<file path="src/rtl/mem_port_arbiter.sv">
// mem_port_arbiter: shares one single-ported memory between the CPU fetch port
// and the CPU data port. One transaction at a time over a req/ack handshake;
// data always wins over fetch. Grants happen only in IDLE, and a RESP cycle
// after each completion keeps a still-asserted request from being re-granted.
// Optional feature: define ARB_TIMEOUT_EN to abort an access after TIMEOUT
// cycles without mem_ack (done pulses with rdata=0 together with arb_err).
module mem_port_arbiter #(
  parameter int WIDTH   = 32,
  parameter int TIMEOUT = 16
) (
  input  logic             clk,
  input  logic             rst_n,
  input  logic             if_req,
  input  logic [WIDTH-1:0] if_addr,
  output logic [WIDTH-1:0] if_rdata,
  output logic             if_done,
  input  logic             d_read,
  input  logic             d_write,
  input  logic [WIDTH-1:0] d_addr,
  input  logic [WIDTH-1:0] d_wdata,
  output logic [WIDTH-1:0] d_rdata,
  output logic             d_done,
  output logic             cpu_stall,
  output logic             mem_req,
  output logic             mem_we,
  output logic [WIDTH-1:0] mem_addr,
  output logic [WIDTH-1:0] mem_wdata,
  input  logic [WIDTH-1:0] mem_rdata,
  input  logic             mem_ack,
  output logic             arb_err
);

  typedef enum logic [1:0] {IDLE, BUSY_D, BUSY_F, RESP} state_t;

  state_t           state_reg;
  logic             mem_req_reg;
  logic             mem_we_reg;
  logic [WIDTH-1:0] mem_addr_reg;
  logic [WIDTH-1:0] mem_wdata_reg;
  logic [WIDTH-1:0] if_rdata_reg;
  logic [WIDTH-1:0] d_rdata_reg;
  logic             if_done_reg;
  logic             d_done_reg;
  logic             arb_err_reg;

  logic             d_pending;

  assign d_pending = d_read | d_write;

`ifdef ARB_TIMEOUT_EN
  localparam int CNT_W = (TIMEOUT > 2) ? $clog2(TIMEOUT) : 1;
  logic [CNT_W-1:0] cnt_reg;
  logic             timeout_hit;

  // Counter value TIMEOUT-1 means this is the TIMEOUT-th cycle without an ack.
  assign timeout_hit = (cnt_reg == CNT_W'(TIMEOUT - 1));
`endif

  // Arbitration FSM; every memory-side and response output is registered here.
  always_ff @(posedge clk or negedge rst_n) begin
    if (!rst_n) begin
      state_reg     <= IDLE;
      mem_req_reg   <= 1'b0;
      mem_we_reg    <= 1'b0;
      mem_addr_reg  <= '0;
      mem_wdata_reg <= '0;
      if_rdata_reg  <= '0;
      d_rdata_reg   <= '0;
      if_done_reg   <= 1'b0;
      d_done_reg    <= 1'b0;
      arb_err_reg   <= 1'b0;
`ifdef ARB_TIMEOUT_EN
      cnt_reg       <= '0;
`endif
    end else begin
      if_done_reg <= 1'b0;
      d_done_reg  <= 1'b0;
      arb_err_reg <= 1'b0;
      case (state_reg)
        IDLE: begin
`ifdef ARB_TIMEOUT_EN
          cnt_reg <= '0;
`endif
          if (d_pending) begin
            // A simultaneous read and write is issued as a write.
            state_reg     <= BUSY_D;
            mem_req_reg   <= 1'b1;
            mem_we_reg    <= d_write;
            mem_addr_reg  <= d_addr;
            mem_wdata_reg <= d_wdata;
          end else if (if_req) begin
            state_reg     <= BUSY_F;
            mem_req_reg   <= 1'b1;
            mem_we_reg    <= 1'b0;
            mem_addr_reg  <= if_addr;
            mem_wdata_reg <= '0;
          end
        end
        BUSY_D, BUSY_F: begin
          if (mem_ack) begin
            mem_req_reg <= 1'b0;
            state_reg   <= RESP;
            if (state_reg == BUSY_F) begin
              if_rdata_reg <= mem_rdata;
              if_done_reg  <= 1'b1;
            end else begin
              // A write completion keeps the last read data visible.
              if (!mem_we_reg) begin
                d_rdata_reg <= mem_rdata;
              end
              d_done_reg <= 1'b1;
            end
          end
`ifdef ARB_TIMEOUT_EN
          else if (timeout_hit) begin
            mem_req_reg <= 1'b0;
            state_reg   <= RESP;
            arb_err_reg <= 1'b1;
            if (state_reg == BUSY_F) begin
              if_rdata_reg <= '0;
              if_done_reg  <= 1'b1;
            end else begin
              d_rdata_reg <= '0;
              d_done_reg  <= 1'b1;
            end
          end else begin
            cnt_reg <= cnt_reg + 1'b1;
          end
`endif
        end
        RESP: begin
          // The requester is still seeing its done pulse; never grant here.
          state_reg <= IDLE;
        end
        default: begin
          state_reg <= IDLE;
        end
      endcase
    end
  end

  assign mem_req   = mem_req_reg;
  assign mem_we    = mem_we_reg;
  assign mem_addr  = mem_addr_reg;
  assign mem_wdata = mem_wdata_reg;
  assign if_rdata  = if_rdata_reg;
  assign d_rdata   = d_rdata_reg;
  assign if_done   = if_done_reg;
  assign d_done    = d_done_reg;
  assign arb_err   = arb_err_reg;

  // Freeze the core while any of its requests is outstanding.
  assign cpu_stall = (if_req & ~if_done_reg) | (d_pending & ~d_done_reg);

endmodule

</file>
<file path="config.mk">
export PLATFORM = sky130hd
export DESIGN_NAME = mem_port_arbiter
export DESIGN_NICKNAME = d
export VERILOG_FILES = /design/src/rtl/mem_port_arbiter.sv
export SDC_FILE = /design/constraint.sdc
export NUM_CORES = 1
export LEC_CHECK = 0
export CAP_MARGIN = 20
export CELL_PAD_IN_SITES_DETAIL_PLACEMENT = 1
export CELL_PAD_IN_SITES_GLOBAL_PLACEMENT = 2
export CORE_MARGIN = 4
export CORE_UTILIZATION = 27
export CTS_CLUSTER_SIZE = 10
export DETAILED_ROUTE_END_ITERATION = 7
export GPL_ROUTABILITY_DRIVEN = 0
export PLACE_DENSITY_LB_ADDON = 0.08
export SYNTH_ARGS = -nofsm -noshare
export SYNTH_HDL_FRONTEND = slang
export SYNTH_SLANG_ARGS = --single-unit
export TNS_END_PERCENT = 10
</file>
<file path="constraint.sdc">
create_clock -name clk -period 2.52 [get_ports clk]
set_input_delay 0.504 -clock clk [delete_from_list [all_inputs] [get_ports clk]]
set_output_delay 0.504 -clock clk [all_outputs]
set_load 0.05 [all_outputs]
</file>
==> run metrics <==
status=complete, no violations; PwrDens=1620 nW/µm²; core box area=19400 µm²; clock sink total=134; CP delay by family, top=buffers and inverters; Worst Path Arrival=1710 ps; Cells after Synth=380; Total Wirelength=17.2 mm; GRT Resource Usage Total=16.1%; reg2reg setup slack=660 ps; Avg Vias per Cell=4.42; CTS tree=built; r2r endpoint=d_rdata[24]; Final Hold Vio Count=0; most common cell after layout, fill and taps aside=clkdlybuf4s50_1; Peak VDD IR=0.808 mV; H-tree depth=4; root buf cell=clkbuf_16; worst-margin pin slew=569 ps; Tmin final=2210 ps; syn avg cell area=14.0 µm²; reg2reg start=state_reg[1]; max-cap viol count=0; final design utilization=45.9%; count of final setup violators=0; register area share after synthesis=63.0%; most frequent cells in the layout=clkdlybuf4s50_1, dfrtp_1, mux2_2, nand2_1, mux2i_1; RSZ-0062 raised after global routing=false; Die W=148 µm; post-cts sizing count=0; Iter 0 DRT Violations=109; share of layout cells above drive strength 1=17.1%; Post-CTS Setup Bufs=0; crit path max fanout=3; Net Count, Synth=518; leakage=3.76 nW; Vias=4115; reg2reg path depth=6; clock edge transition at the registers on the reported setup and hold paths=70 ps; antenna violations before repair=0; GR Overflow Total=0; Synth-to-Final Area Change=67.4%; Skew-Pair Late Insertion Delay=420 ps; crit path kind=reg2out; initial core utilization=27.4%; Distinct cells, synth=22; first-pass GRT wire length=27.1 mm; hold-fix buffers at CTS=0; fmax=452 MHz; Worst path max stage delay=870 ps; Ports=268; fin crit share=87.8%; Post-DP Area=8310 µm²; Critical Path, Cell by Cell=clkdlybuf4s50_1; nets=792; slowest CP cell=clkdlybuf4s50_1; die area=22000 µm²; Die H=148 µm; data required time at the worst endpoint=2020 ps; CTS Buf Count=17; # diodes=0; Post-Syn Area=5320 µm²; Critical Path End Type=primary output; Fin Hold WS=20.0 ps; number of port buffers=266; Total Power=14.4 mW; routed len/inst=18.5 µm; final setup TNS=0 ps; Yosys reg bits=134; DP HPWL=12.9 mm; pin count of the biggest net entering global routing=65; vias in the first global route=4683; Buf/Inv on CP=1; Slew headroom=61.9%; Finished Cell Area=8900 µm²; first-pass detailed-route iteration total=4; Slew Viols, Final=0; Syn. warnings=0; Clock Skew=8.73 ps; Hold Path Class=in2async; row count=51; DRC viols=0; Startpoint Class=flop; ANT nets after route=0; Max clock buf depth=2
## Yosys cell counts
cell type / instances / area, µm²
a22o_1: 33 / 289
nor2_4: 1 / 11.3
ha_1: 4 / 50.1
o21ai_1: 7 / 35.0
o22ai_1: 1 / 6.26
conb_1: 1 / 3.75
mux2i_1: 34 / 340
buf_4: 11 / 82.6
nor3_1: 2 / 10.0
dfrtp_1: 134 / 3350
mux2_1: 2 / 22.5
clkbuf_1: 5 / 18.8
nor2_1: 2 / 7.51
nand2_1: 34 / 128
nor2b_1: 4 / 25.0
o21ai_0: 25 / 125
buf_2: 8 / 40.0
mux2_2: 63 / 709
a21oi_1: 3 / 15.0
inv_1: 4 / 15.0
o31ai_4: 1 / 21.3
nor3_2: 1 / 10.0
## power breakdown
part           switching [mW]  total [mW]  leakage [nW]  internal (mW)
sequential              0.553        3.76          1.64           3.21
clock                    1.02        2.46         0.284           1.44
combinational            5.23        8.19          1.84           2.95
total                    6.81        14.4          3.76           7.60
## per-layer routing
metal	part of all wire, %	global-route usage [%]
met5	0	0
met4	1.7	5.82
met3	8.5	6.83
met2	51	27.4
met1	39	18.0
## cell type report
class,count,area (µm²)
Fill cell,2038,10500
Sequential cell,134,3350
Timing Repair Buffer,279,2800
Multi-Input combinational cell,218,1820
Clock buffer,19,453
Tap cell,265,332
Clock inverter,13,135
Inverter,4,15.0
## per-stage QoR
| step | setup slack, ps | instances |
|---|---|---|
| after global placement | 397 | 900 |
| after floorplan | 511 | 380 |
| after global routing | 225 | 932 |
| after CTS | 253 | 932 |
| final | 308 | 932 |
| after detailed placement | 356 | 900 |
## how the worst max path moves through the flow
stage | start | slack (ps) | cells past startpoint | endpoint
2_1_floorplan | d_write | 510 | 3 | cpu_stall
3_3_place_gp | d_write | 400 | 4 | cpu_stall
3_5_place_dp | d_write | 360 | 4 | cpu_stall
4_1_cts | mem_we | 250 | 1 | mem_we
5_1_grt | mem_we | 230 | 1 | mem_we
6_report | mem_we | 310 | 1 | mem_we
## cells by family after synthesis
group / synth area share (%)
AOI/OAI and AO/OA: 9.24
adders and majority gates: 0.941
and+or+nand+nor: 3.60
buffers and inverters: 2.94
muxes: 20.2
other: 0.0705
DFF: 63.0
Note: power is estimated with default switching activity, not from simulation.
